--- src/rtl/dmem_arb_pkg.sv ---
// Shared types and default geometry for the data-memory arbiter and the memory it fronts.
// No logic lives here; the memory instance uses the same defaults.
package dmem_arb_pkg;
   localparam int DMEM_ADDR_W = 32;
   localparam int DMEM_DATA_W = 32;
   localparam int DMEM_SIZE   = 128;

   typedef enum logic {IDLE, ACCESS} state_t;

   typedef logic port_id_t;
endpackage

--- src/rtl/rr_arbiter2.sv ---
// Two-requester round-robin pick, purely combinational; on a tie the port not
// granted last wins. The caller owns the last_gnt history register.
module rr_arbiter2
   import dmem_arb_pkg::*;
(
   input  logic [1:0] req,
   input  port_id_t   last_gnt,
   output logic [1:0] gnt,
   output port_id_t   winner
);

   always_comb begin
      gnt    = 2'b00;
      winner = 1'b0;
      case (req)
         2'b01: begin
            gnt    = 2'b01;
            winner = 1'b0;
         end
         2'b10: begin
            gnt    = 2'b10;
            winner = 1'b1;
         end
         2'b11: begin
            winner = ~last_gnt;
            gnt    = last_gnt ? 2'b01 : 2'b10;
         end
         default: begin
            gnt    = 2'b00;
            winner = 1'b0;
         end
      endcase
   end

endmodule

--- src/rtl/dmem_arbiter.sv ---
// Shares one data-memory port between MEM stage (port 0) and loader (port 1): grant in IDLE,
// access next cycle, registered done/err/rdata the cycle after; requests wait until granted.
module dmem_arbiter
   import dmem_arb_pkg::*;
#(
   parameter int ADDR_W   = DMEM_ADDR_W,
   parameter int DATA_W   = DMEM_DATA_W,
   parameter int MEM_SIZE = DMEM_SIZE
) (
   input  logic              clk,
   input  logic              rst,
   input  logic              m0_req,
   input  logic              m0_we,
   input  logic [ADDR_W-1:0] m0_addr,
   input  logic [DATA_W-1:0] m0_wdata,
   input  logic              m1_req,
   input  logic              m1_we,
   input  logic [ADDR_W-1:0] m1_addr,
   input  logic [DATA_W-1:0] m1_wdata,
   output logic              m0_gnt,
   output logic              m1_gnt,
   output logic              m0_done,
   output logic              m1_done,
   output logic              m0_err,
   output logic              m1_err,
   output logic [DATA_W-1:0] m0_rdata,
   output logic [DATA_W-1:0] m1_rdata,
   output logic [ADDR_W-1:0] mem_address,
   output logic              mem_write,
   output logic              mem_read,
   output logic [DATA_W-1:0] mem_write_data,
   input  logic [DATA_W-1:0] mem_read_data
);

   state_t              state_q, state_d;
   port_id_t            last_gnt_q, last_gnt_d;
   port_id_t            lat_port_q, lat_port_d;
   logic                lat_we_q, lat_we_d;
   logic [ADDR_W-1:0]   lat_addr_q, lat_addr_d;
   logic [DATA_W-1:0]   lat_wdata_q, lat_wdata_d;
   logic [1:0]          done_q, done_d;
   logic [1:0]          err_q, err_d;
   logic [DATA_W-1:0]   rdata0_q, rdata0_d;
   logic [DATA_W-1:0]   rdata1_q, rdata1_d;

   logic [1:0]          arb_req;
   logic [1:0]          arb_gnt;
   port_id_t            arb_winner;
   logic                in_access;
   logic                in_range;
   logic [DATA_W-1:0]   resp_rdata;

   assign arb_req = (state_q == IDLE && !rst) ? {m1_req, m0_req} : 2'b00;

   rr_arbiter2 u_arb (
      .req      (arb_req),
      .last_gnt (last_gnt_q),
      .gnt      (arb_gnt),
      .winner   (arb_winner)
   );

   assign m0_gnt = arb_gnt[0];
   assign m1_gnt = arb_gnt[1];

   // rst gates the strobes combinationally so a reset landing in ACCESS never commits a write
   assign in_access      = (state_q == ACCESS) && !rst;
   assign in_range       = lat_addr_q < ADDR_W'(MEM_SIZE);
   assign mem_address    = in_access ? lat_addr_q : '0;
   assign mem_write_data = in_access ? lat_wdata_q : '0;
   assign mem_write      = in_access && in_range && lat_we_q;
   assign mem_read       = in_access && in_range && !lat_we_q;

   always_comb begin
      state_d     = state_q;
      last_gnt_d  = last_gnt_q;
      lat_port_d  = lat_port_q;
      lat_we_d    = lat_we_q;
      lat_addr_d  = lat_addr_q;
      lat_wdata_d = lat_wdata_q;
      done_d      = 2'b00;
      err_d       = err_q;
      rdata0_d    = rdata0_q;
      rdata1_d    = rdata1_q;
      resp_rdata  = lat_port_q ? rdata1_q : rdata0_q;
      case (state_q)
         IDLE: begin
            if (|arb_gnt) begin
               state_d     = ACCESS;
               last_gnt_d  = arb_winner;
               lat_port_d  = arb_winner;
               lat_we_d    = arb_winner ? m1_we    : m0_we;
               lat_addr_d  = arb_winner ? m1_addr  : m0_addr;
               lat_wdata_d = arb_winner ? m1_wdata : m0_wdata;
            end
         end
         ACCESS: begin
            state_d            = IDLE;
            done_d[lat_port_q] = 1'b1;
            err_d[lat_port_q]  = !in_range;
            // in-range writes leave the port's last read data in place
            if (!in_range) begin
               resp_rdata = '0;
            end else if (!lat_we_q) begin
               resp_rdata = mem_read_data;
            end
            if (lat_port_q) begin
               rdata1_d = resp_rdata;
            end else begin
               rdata0_d = resp_rdata;
            end
         end
         default: state_d = IDLE;
      endcase
   end

   always_ff @(posedge clk) begin
      if (rst) begin
         state_q     <= IDLE;
         last_gnt_q  <= 1'b1;
         lat_port_q  <= 1'b0;
         lat_we_q    <= 1'b0;
         lat_addr_q  <= '0;
         lat_wdata_q <= '0;
         done_q      <= 2'b00;
         err_q       <= 2'b00;
         rdata0_q    <= '0;
         rdata1_q    <= '0;
      end else begin
         state_q     <= state_d;
         last_gnt_q  <= last_gnt_d;
         lat_port_q  <= lat_port_d;
         lat_we_q    <= lat_we_d;
         lat_addr_q  <= lat_addr_d;
         lat_wdata_q <= lat_wdata_d;
         done_q      <= done_d;
         err_q       <= err_d;
         rdata0_q    <= rdata0_d;
         rdata1_q    <= rdata1_d;
      end
   end

   assign m0_done  = done_q[0];
   assign m1_done  = done_q[1];
   assign m0_err   = err_q[0];
   assign m1_err   = err_q[1];
   assign m0_rdata = rdata0_q;
   assign m1_rdata = rdata1_q;

endmodule

--- config.mk ---
export PLATFORM = sky130hd
export DESIGN_NAME = dmem_arbiter
export DESIGN_NICKNAME = d
export VERILOG_FILES = /design/src/rtl/dmem_arb_pkg.sv /design/src/rtl/rr_arbiter2.sv /design/src/rtl/dmem_arbiter.sv
export SDC_FILE = /design/constraint.sdc
export NUM_CORES = 1
export LEC_CHECK = 0
export CELL_PAD_IN_SITES_DETAIL_PLACEMENT = 0
export CELL_PAD_IN_SITES_GLOBAL_PLACEMENT = 2
export CORE_ASPECT_RATIO = 1.1
export CORE_MARGIN = 3
export CORE_UTILIZATION = 25
export DETAILED_ROUTE_END_ITERATION = 10
export GPL_TIMING_DRIVEN = 0
export PLACE_DENSITY = 0.95
export SLEW_MARGIN = 20
export SYNTH_ARGS = -nofsm -noshare
export SYNTH_HDL_FRONTEND = slang
export SYNTH_HIERARCHICAL = 1
export SYNTH_SLANG_ARGS = --single-unit
--- constraint.sdc ---
create_clock -name clk -period 4.5 [get_ports clk]
set_input_delay 0.9 -clock clk [delete_from_list [all_inputs] [get_ports clk]]
set_output_delay 0.9 -clock clk [all_outputs]
set_load 0.01 [all_outputs]
==> flow_summary_export.csv <==
group,metric,value,unit
outcome,outcome,"finished clean",
finish,multi_input_area,3340,µm²
hold_path,hold_path.class,"register to register",
sta,clock.fmax,228,MHz
critical_path,arrival,3.49,ns
grt,grt_overflow,0,
grt,grt_pass1_wl,36200,µm
sta,finalCriticalPeriod,4.39,ns
critical_path,critPathMaxStageDelay,0.63,ns
yosys,postSynth.asyncResetShare,0,%
critical_path,end_kind,"primary output",
cts,cts_tree,"yes",
yosys,synth_top_area_cell,"dfxtp_1",
yosys,synth_edf_count,0,
critical_path,reg2reg_from,"state_q$_SDFF_PP0_",
route,finalWirelength,23800,µm
grt,grt_use_total,17.1,%
floorplanning,die_h,173,µm
route,drtAntennaViolNets,0,
sta,tns,0,ns
sta,worst_pin_slew,0.812,ns
critical_path,worstPathCellList,"clkdlybuf4s50_1 -> clkbuf_1 -> clkbuf_1 -> nor3b_1 -> a21boi_0 -> clkdlybuf4s50_1",
yosys,synth_cells,720,
sta,finalHoldViolCount,0,
sta,maxSlewViolCount,0,
critical_path,r2r_cells,8,
yosys,synth-seq-area-share,42.8,%
critical_path,path_buf_inv,4,
pwr,p_per_area,312,nW/µm²
cts,root_buffer,"clkbuf_16",
floorplanning,io_pins,302,
yosys,synth_top_area_share,42.8,%
critical_path,rrSetupSlack,1.69,ns
finish,layout_common_cells,"301 x clkdlybuf4s50_1, 136 x dfxtp_1, 100 x nand2_1",
cts,cts_setup_buffers,0,
finish,fin_util,41.7,%
place,dp_hpwl,18600,µm
floorplanning,row_count,60,
yosys,avgSynthCellArea,8.85,µm²
floorplanning,die_width,158,µm
cts,numClockSinks,136,
grt,grt_pass1_vias,6446,
route,post_drt_wl_per_cell,17.5,µm
sta,setup_viol,0,
route,dr.pass1.iters,4,
sta,relSlewSlack,45.5,%
floorplanning,die_area,27400,µm²
finish,final_common_cell,"clkdlybuf4s50_1",
route,drc,0,
critical_path,critPathMaxFanout,10,
place,gp_congestion,0.783,
sta,fin_worst_skew,0.00859,ns
critical_path,cp.required,3.60,ns
route,via_per_inst,4.60,
finish,seq_area,2720,µm²
critical_path,critPathTopFamily,"buffers and inverters",
yosys,synth_cell_types,34,
finish,final.fill_count,2541,
floorplanning,start_util,25.7,%
critical_path,worstSetupStartpoint,"rst",
cts,h-tree-depth,4,
cts,cts_made_buffers,17,
yosys,synth_area_leaders,"dfxtp_1 43%, mux2i_1 15%, a211oi_1 7.8%, and2_1 6.2%, nand2_1 5.9%",
critical_path,crit_slowest_cell,"clkdlybuf4s50_1",
flow_run,maxCapViolations,0,
place,port_buffers,301,
grt,grt_max_degree,17,
cts,cts_buffer_depth,2,
yosys,synth_area,6370,µm²
pwr,p_leak,0.00365,µW
sta,period_share,97.4,%
route,drt_iter0_drc,255,
grt,antenna_found_initial,1,
yosys,yosysWarnings,6,
critical_path,cp.depth,6,
critical_path,r2r-end,"lat_we_q$_SDFFE_PP0P_",
finish,syn2layout_area_growth,62.2,%
floorplanning,coreArea,24800,µm²
pwr,peakVddDrop,173,µV
critical_path,start_kind,"input port",
finish,final_nets,1206,
cts,clk_pin_slew_worst_paths,0.06,ns
sta,rsz0062_at_grt,"no",
finish,antenna_cells,0,
finish,drive_above_1_share,8.74,%
yosys,syn_nets,886,
critical_path,crit_end,"m1_gnt",
cts,clk_latency,0.42,ns
route,num_vias,6275,
critical_path,crit_type,"input port to primary output",
yosys,ys_ff_latch,136,
yosys,synth_flop_cell,"dfxtp_1",
-- where the power goes --
| group | switching, µW | total, µW | internal, µW |
|---|---|---|---|
| combinational | 298 | 582 | 284 |
| sequential | 39.6 | 1310 | 1280 |
| clock | 568 | 1330 | 762 |
-- worst min-delay path, cell delays in order, from the launching register on --
cell,delay (ns)
dfxtp_1,0.32
nand2_1,0.05
o21ai_1,0.05
-- registers in the layout (all words and copies together), names as in the netlist --
register     count
lat_addr_q      32
lat_wdata_q     32
m0_rdata        32
m1_rdata        32
done_q           2
err_q            2
last_gnt_q       1
lat_port_q       1
lat_we_q         1
state_q          1
-- how the worst min path moves through the flow --
stage | start | cells after the start | slack, ns | end
2_1_floorplan | last_gnt_q$_SDFFE_PP1P_ | 2 | 0.47 | last_gnt_q$_SDFFE_PP1P_
3_5_place_dp | m1_rdata[7]$_SDFFE_PP0P_ | 2 | 0.46 | m1_rdata[7]$_SDFFE_PP0P_
5_1_grt | m1_rdata[15]$_SDFFE_PP0P_ | 2 | 0.48 | m1_rdata[15]$_SDFFE_PP0P_
3_3_place_gp | m1_rdata[19]$_SDFFE_PP0P_ | 2 | 0.45 | m1_rdata[19]$_SDFFE_PP0P_
4_1_cts | m1_rdata[7]$_SDFFE_PP0P_ | 2 | 0.46 | m1_rdata[7]$_SDFFE_PP0P_
6_report | m1_rdata[4]$_SDFFE_PP0P_ | 2 | 0.46 | m1_rdata[4]$_SDFFE_PP0P_
-- logic make-up (layout without fill, tap and decap cells) --
family	count (synthesis)	in the layout	synth area share, %
buf+inv	62	395	4.81
simple gates	255	255	19.4
flops	136	136	42.8
compound gates	170	170	17.8
mux	97	97	15.2
-- synth_stat cells, types with 2 or more instances --
library cell,instances
buf_6,6
o21ai_2,29
dfxtp_1,136
a21boi_0,2
nor4_1,3
a21oi_1,4
nor3b_1,2
buf_1,2
o21ai_0,36
nand4_4,2
a211oi_1,66
buf_2,15
or4_4,2
and2_1,63
mux2i_1,97
clkbuf_1,36
nand2_1,100
nor2_1,72
o21ai_1,31
dlygate4sd1_1,2
-- what timing repair did --
action | 4_1_cts | 5_1_grt
hold buffers | 0 | 0
setup endpoints to repair | 0 | 10
resized for setup | 0 | 2
-- routing by layer --
metal / part of all wire, % / track usage, % / vias to the layer above
met2: 48 / 29.2 / 241
met4: 1.4 / 4.73 / 2
met5: 0.055 / 0 / -
met3: 8.7 / 5.79 / 22
li1: - / - / 3145
met1: 42 / 20.4 / 2865
-- metrics by stage --
stage               area (µm²)  total power, µW  hold WS (ns)  worst slack (ns)  instances
floorplan                 6370             1640         0.470              1.47        720
global placement          9770             1930         0.451            -0.274       1331
detailed placement        9770             1930         0.456            -0.221       1331
CTS                      10300             3280         0.465            0.0203       1363
global route             10300             3390         0.480           0.00264       1363
finish                   10300             3230         0.464             0.115       1363
-- layout make-up --
cell class | count | area share (%)
Clock inverter | 14 | 1.24
Multi-Input combinational cell | 522 | 32.3
Timing Repair Buffer | 301 | 29.2
Clock buffer | 18 | 4.16
Sequential cell | 136 | 26.4
Inverter | 1 | 0.0363
Tap cell | 310 | 3.76
Buffer | 61 | 2.94
(Power assumes the default switching activity.)
